<file path="src/rtl/dmem_dump_unit_pkg.sv">
// Shared definitions for the data-memory dump engine and the data-memory model.
package dmem_dump_unit_pkg;

  localparam int DMEM_ADDR_W = 6;
  localparam int DMEM_DATA_W = 32;

  typedef enum logic [1:0] {
    ST_IDLE  = 2'd0,
    ST_FETCH = 2'd1,
    ST_SEND  = 2'd2,
    ST_DONE  = 2'd3
  } state_e;

endpackage

</file>
<file path="src/rtl/dmem_dump_unit_if.sv">
// Control, data-memory read port and output stream of the dump engine.
interface dmem_dump_unit_if
  import dmem_dump_unit_pkg::*;
#(
  parameter int ADDR_WIDTH = DMEM_ADDR_W,
  parameter int DATA_WIDTH = DMEM_DATA_W
);
  logic                  start;
  logic [ADDR_WIDTH-1:0] base_addr;
  logic [ADDR_WIDTH:0]   word_count;
  logic                  mem_rd;
  logic [ADDR_WIDTH-1:0] mem_addr;
  logic [DATA_WIDTH-1:0] mem_rdata;
  logic                  out_valid;
  logic                  out_ready;
  logic [DATA_WIDTH-1:0] out_data;
  logic [ADDR_WIDTH-1:0] out_addr;
  logic                  out_last;
  logic                  busy;
  logic                  done;

  // master: requester side plus the memory returning read data
  modport master (
    output start, base_addr, word_count, mem_rdata, out_ready,
    input  mem_rd, mem_addr, out_valid, out_data, out_addr, out_last, busy, done
  );

  modport slave (
    input  start, base_addr, word_count, mem_rdata, out_ready,
    output mem_rd, mem_addr, out_valid, out_data, out_addr, out_last, busy, done
  );
endinterface

</file>
<file path="src/rtl/dmem_dump_unit.sv">
// Reads a contiguous block of data memory and streams each word out with its
// address over valid/ready; the next word is prefetched during the handshake.
module dmem_dump_unit
  import dmem_dump_unit_pkg::*;
#(
  parameter int ADDR_WIDTH = DMEM_ADDR_W,
  parameter int DATA_WIDTH = DMEM_DATA_W
) (
  input logic             Clk,
  input logic             reset,
  dmem_dump_unit_if.slave bus
);

  state_e                state, state_nxt;
  logic [ADDR_WIDTH-1:0] ptr;
  logic [ADDR_WIDTH:0]   rem;
  logic [DATA_WIDTH-1:0] out_data;
  logic [ADDR_WIDTH-1:0] out_addr;
  logic                  out_valid, out_last;
  logic                  load, finish, accept;
  logic                  mem_rd, busy, done;
  logic [ADDR_WIDTH-1:0] mem_addr;

  always_ff @(posedge Clk) begin
    if (!reset) state <= ST_IDLE;
    else        state <= state_nxt;
  end

  always_comb begin
    state_nxt = state;
    load      = 1'b0;
    finish    = 1'b0;
    accept    = 1'b0;
    mem_rd    = 1'b0;
    mem_addr  = '0;
    busy      = 1'b0;
    done      = 1'b0;
    case (state)
      ST_IDLE: begin
        if (bus.start) begin
          if (bus.word_count != '0) begin
            accept    = 1'b1;
            state_nxt = ST_FETCH;
          end else begin
            state_nxt = ST_DONE;
          end
        end
      end
      ST_FETCH: begin
        busy      = 1'b1;
        mem_rd    = 1'b1;
        mem_addr  = ptr;
        load      = 1'b1;
        state_nxt = ST_SEND;
      end
      ST_SEND: begin
        busy     = 1'b1;
        mem_addr = ptr;
        // read only when the held word is about to leave and another follows
        mem_rd   = bus.out_ready & ~out_last;
        if (bus.out_ready) begin
          if (out_last) begin
            finish    = 1'b1;
            state_nxt = ST_DONE;
          end else begin
            load = 1'b1;
          end
        end
      end
      ST_DONE: begin
        done      = 1'b1;
        state_nxt = ST_IDLE;
      end
      default: state_nxt = ST_IDLE;
    endcase
  end

  always_ff @(posedge Clk) begin
    if (!reset) begin
      ptr       <= '0;
      rem       <= '0;
      out_data  <= '0;
      out_addr  <= '0;
      out_last  <= 1'b0;
      out_valid <= 1'b0;
    end else begin
      if (accept) begin
        ptr <= bus.base_addr;
        rem <= bus.word_count;
      end
      if (load) begin
        out_data  <= bus.mem_rdata;
        out_addr  <= ptr;
        out_last  <= (rem == (ADDR_WIDTH+1)'(1));
        out_valid <= 1'b1;
        ptr       <= ptr + 1'b1;
        rem       <= rem - 1'b1;
      end else if (finish) begin
        out_valid <= 1'b0;
      end
    end
  end

  assign bus.mem_rd    = mem_rd;
  assign bus.mem_addr  = mem_addr;
  assign bus.out_valid = out_valid;
  assign bus.out_data  = out_data;
  assign bus.out_addr  = out_addr;
  assign bus.out_last  = out_last;
  assign bus.busy      = busy;
  assign bus.done      = done;

endmodule

</file>
<file path="src/flat_wrapper.sv">
// flat-port wrapper written by rule: the top's interface ports become plain ports
module dmem_dump_unit_flat import dmem_dump_unit_pkg::*;
#(
  parameter int ADDR_WIDTH = DMEM_ADDR_W,
  parameter int DATA_WIDTH = DMEM_DATA_W
)
  (Clk, reset, bus_start, bus_base_addr, bus_word_count, bus_mem_rdata, bus_out_ready, bus_mem_rd, bus_mem_addr, bus_out_valid, bus_out_data, bus_out_addr, bus_out_last, bus_busy, bus_done);
  dmem_dump_unit_if #(.ADDR_WIDTH(ADDR_WIDTH), .DATA_WIDTH(DATA_WIDTH)) bus_i ();
  input logic Clk;
  input logic reset;
  input wire logic [$bits(bus_i.start)-1:0] bus_start;
  input wire logic [$bits(bus_i.base_addr)-1:0] bus_base_addr;
  input wire logic [$bits(bus_i.word_count)-1:0] bus_word_count;
  input wire logic [$bits(bus_i.mem_rdata)-1:0] bus_mem_rdata;
  input wire logic [$bits(bus_i.out_ready)-1:0] bus_out_ready;
  output wire logic [$bits(bus_i.mem_rd)-1:0] bus_mem_rd;
  output wire logic [$bits(bus_i.mem_addr)-1:0] bus_mem_addr;
  output wire logic [$bits(bus_i.out_valid)-1:0] bus_out_valid;
  output wire logic [$bits(bus_i.out_data)-1:0] bus_out_data;
  output wire logic [$bits(bus_i.out_addr)-1:0] bus_out_addr;
  output wire logic [$bits(bus_i.out_last)-1:0] bus_out_last;
  output wire logic [$bits(bus_i.busy)-1:0] bus_busy;
  output wire logic [$bits(bus_i.done)-1:0] bus_done;
  assign bus_i.start = bus_start;
  assign bus_i.base_addr = bus_base_addr;
  assign bus_i.word_count = bus_word_count;
  assign bus_i.mem_rdata = bus_mem_rdata;
  assign bus_i.out_ready = bus_out_ready;
  assign bus_mem_rd = bus_i.mem_rd;
  assign bus_mem_addr = bus_i.mem_addr;
  assign bus_out_valid = bus_i.out_valid;
  assign bus_out_data = bus_i.out_data;
  assign bus_out_addr = bus_i.out_addr;
  assign bus_out_last = bus_i.out_last;
  assign bus_busy = bus_i.busy;
  assign bus_done = bus_i.done;
  dmem_dump_unit #(.ADDR_WIDTH(ADDR_WIDTH), .DATA_WIDTH(DATA_WIDTH)) u_core (.Clk(Clk), .reset(reset), .bus(bus_i));
endmodule
</file>
<file path="config.mk">
export PLATFORM = sky130hd
export DESIGN_NAME = dmem_dump_unit_flat
export DESIGN_NICKNAME = d
export VERILOG_FILES = /design/src/rtl/dmem_dump_unit_pkg.sv /design/src/rtl/dmem_dump_unit_if.sv /design/src/rtl/dmem_dump_unit.sv /design/src/flat_wrapper.sv
export SDC_FILE = /design/constraint.sdc
export NUM_CORES = 1
export LEC_CHECK = 0
export CAP_MARGIN = 20
export CORE_ASPECT_RATIO = 0.6
export CORE_UTILIZATION = 38
export DETAILED_ROUTE_END_ITERATION = 6
export PLACE_DENSITY = 0.81
export SLEW_MARGIN = 10
export SYNTH_ARGS = -nofsm -noshare
export SYNTH_HDL_FRONTEND = slang
export SYNTH_SLANG_ARGS = --single-unit
</file>
<file path="constraint.sdc">
create_clock -name Clk -period 2.01 [get_ports Clk]
set_input_delay 0.402 -clock Clk [delete_from_list [all_inputs] [get_ports Clk]]
set_output_delay 0.402 -clock Clk [all_outputs]
set_load 0.01 [all_outputs]
</file>
==> run_results.csv <==
group,metric,value,unit
status,status,"finished, final reports clean",
clock_network,clk-insertion-delay-late,300,ps
placed_design,dpl_worst_slack,-302,ps
timing,grt_setup_unrepaired,"yes",
logic_synthesis,yosys_warnings,0,
clock_network,clkTransAtPathRegs,100,ps
timing,slew_headroom,70.3,%
routing,dr.pass1.iters,4,
floorplanning,dieArea,6500,µm²
timing,period_share,95.9,%
setup_path,critPathLaunchType,"flop",
placed_design,gp_congestion,0.800,
finish,area_delta_synth_final,55.2,%
logic_synthesis,synth_nets,345,
timing,setup_viol,0,
setup_path,crit_arrival,1530,ps
setup_path,crit_chain,"inv_1, ha_4, buf_6, and2_1, dlygate4sd2_1",
logic_synthesis,synthSimpleGateAreaFrac,23.9,%
clock_network,cts_hold_buf,0,
logic_synthesis,yosysSeqAreaShare,47.0,%
finish,layout-drive-gt1-share,12.6,%
setup_path,crit_path_end_kind,"output port",
timing,clock_skew,2.31,ps
setup_path,required,1610,ps
logic_synthesis,syn_inst,289,
finish,most-common-layout-cells,"clkdlybuf4s50_1 (85), nand2_1 (84), dfxtp_1 (53)",
floorplanning,start_util,40.7,%
timing,fmax,0.519,GHz
logic_synthesis,synthDistinctLibCells,40,
floorplanning,num_io_pins,98,
global_routing,grt_pass1_vias,2156,
routing,drtIter0Drc,80,
global_routing,grt_max_degree,49,
setup_path,cp_slowest_cell,"dfxtp_2",
setup_path,cp_slowest_stage_delay,330,ps
clock_network,clockRootBuffer,"clkbuf_8",
setup_path,path_class,"reg -> out",
routing,via_count,2353,
finish,instances_no_fill,478,
placed_design,io_buffers,97,
routing,drc,0,
clock_network,cts_tree,"built",
placed_design,hpwlAfterDp,4650,µm
global_routing,antenna_found_initial,0,
power,total_power,4.10,mW
logic_synthesis,synth-compound-area-share,20.4,%
floorplanning,die_w,103,µm
run,maxCapViolCount,0,
global_routing,grtUsageTotal,20.3,%
routing,drtAntennaViolNets,0,
logic_synthesis,synth_top_area_share,47.0,%
logic_synthesis,syn_area,2340,µm²
clock_network,cts.htree.levels,2,
finish,final_common_cell,"clkdlybuf4s50_1",
timing,worst_pin_slew,442,ps
worst_hold_path,hold_class,"in -> reg",
power,power_density,1130,nW/µm²
timing,setup_ws,82.5,ps
routing,routed_wirelength,6470,µm
clock_network,numCtsBuffers,5,
placed_design,dp.cells,469,
clock_network,clk_path_buf_depth,2,
clock_network,cts.sinks,55,
logic_synthesis,synth_top_family_by_area,"simple AND/OR/NAND/NOR gates",
timing,finalHoldViolCount,0,
routing,wl_per_cell,13.5,µm
setup_path,critPathMaxFanout,7,
floorplanning,core_region_area,5750,µm²
timing,min_period,1930,ps
logic_synthesis,synth_mux_area_share,0.854,%
logic_synthesis,ys_ff_latch,55,
timing,drv_slew,0,
global_routing,overflow,0,
finish,antennaDiodeCount,0,
floorplanning,die_height,62.8,µm
logic_synthesis,avgSynthCellArea,8.11,µm²
logic_synthesis,synthAdderAreaFrac,3.74,%
floorplanning,row_count,21,
routing,vias_per_cell,4.92,
power,ir_drop,0.642,mV
global_routing,grt_pass1_wl,10200,µm
logic_synthesis,synth_top_area_cell,"dfxtp_1",
power,p_leak,1.37,nW
logic_synthesis,synth.area.top_cells,"dfxtp_1 (47%), nand2_1 (13%), a21oi_1 (10%)",
logic_synthesis,synth_xor_area_share,0,%
finish,nets,453,
cells in the mapped netlist:
library cell / instances
a211oi_1: 1
a21oi_1: 49
a221oi_1: 2
a31oi_1: 3
a41oi_1: 1
and2_1: 7
and3b_1: 1
and4_1: 1
buf_2: 3
clkbuf_1: 15
dfxtp_1: 55
ha_1: 7
inv_1: 6
inv_2: 1
mux2i_1: 2
nand2_1: 84
nand2_4: 1
nand2b_4: 1
nand3_1: 8
nand3_2: 1
nand4_1: 4
nor2_1: 4
nor2b_1: 2
nor3_1: 2
nor4_1: 1
nor4b_1: 1
o211ai_1: 1
o21ai_0: 9
o21ai_2: 1
o21bai_2: 1
o221a_2: 1
o22ai_1: 2
o2bb2ai_2: 1
o311a_1: 1
o311ai_0: 1
o311ai_1: 1
o31ai_1: 2
o41ai_4: 1
or3_1: 3
or4_4: 1
worst paths after layout:
path	start	endpoint	slack, ps	cells after the start
max	u_core.state[0]$_SDFFE_PN0P_	bus_mem_addr[4]	80	5
min	bus_word_count[2]	u_core.rem[2]$_SDFFE_PN0P_	450	3
max reg2reg	u_core.state[0]$_SDFFE_PN0P_	u_core.bus.out_data[7]$_SDFFE_PN0P_	120	8
min reg2reg	u_core.bus.out_data[10]$_SDFFE_PN0P_	u_core.bus.out_data[10]$_SDFFE_PN0P_	460	2
critical path, delay by kind of cell (launching register included):
kind,cells,cell delay [ps]
adder cells (fa/ha/maj),1,220
AND/OR/NAND/NOR,1,150
flip-flops,1,330
buffers and inverters,3,520
cells by family (layout without fill, tap and decap cells):
| logic type | after synthesis | in the layout |
|---|---|---|
| flip-flops | 55 | 55 |
| AND/OR/NAND/NOR | 122 | 122 |
| AO/OA/AOI/OAI | 78 | 78 |
| buffers and inverters | 25 | 134 |
| adder cells (fa/ha/maj) | 7 | 7 |
| multiplexers | 2 | 2 |
cell type report:
class	instances	area, µm²
fillers	509	2110
inverters	7	26.3
clock buffers	6	82.6
repair buffers	119	1140
well taps	80	100
clock inverters	2	16.3
multi-input cells	209	1170
flip-flops and latches	55	1100
per-stage QoR:
step	hold slack [ps]	TNS (ps)	cell area [µm²]	utilization (%)
2_1_floorplan	454	0	2340	-
3_3_place_gp	441	-5820	3520	61.2
3_5_place_dp	447	-7270	3520	61.2
4_1_cts	460	0	3630	63.2
5_1_grt	471	-36.3	3640	63.3
6_report	447	0	3640	63.3
registers in the layout, summed over array words and instances, names as in the netlist:
register,flops
u_core.rem,7
u_core.bus.out_last,1
u_core.ptr,6
u_core.state,2
u_core.bus.out_addr,6
u_core.bus.out_valid,1
u_core.bus.out_data,32
layer usage:
layer / global-route usage, % / wire [µm] / vias up
met1: 27.0 / 2990 / 1056
met4: 4.40 / 54 / 0
met2: 30.2 / 2750 / 82
li1: - / - / 1209
met5: 0 / 0 / -
met3: 8.84 / 669 / 6
report_power, final:
group	leakage (nW)	switching (mW)	internal (mW)	total (mW)
Clock	0.0474	0.364	0.282	0.646
Combinational	0.879	1.01	0.931	1.94
Sequential	0.448	0.175	1.34	1.51
Total	1.37	1.55	2.55	4.10
timing repair:
item                       CTS  global route
pin swaps                    1             2
cloned                       0             0
setup endpoints to repair    8            36
resized for setup           18            12
buffers inserted             1             0
Power figures use the tool's default switching activity.
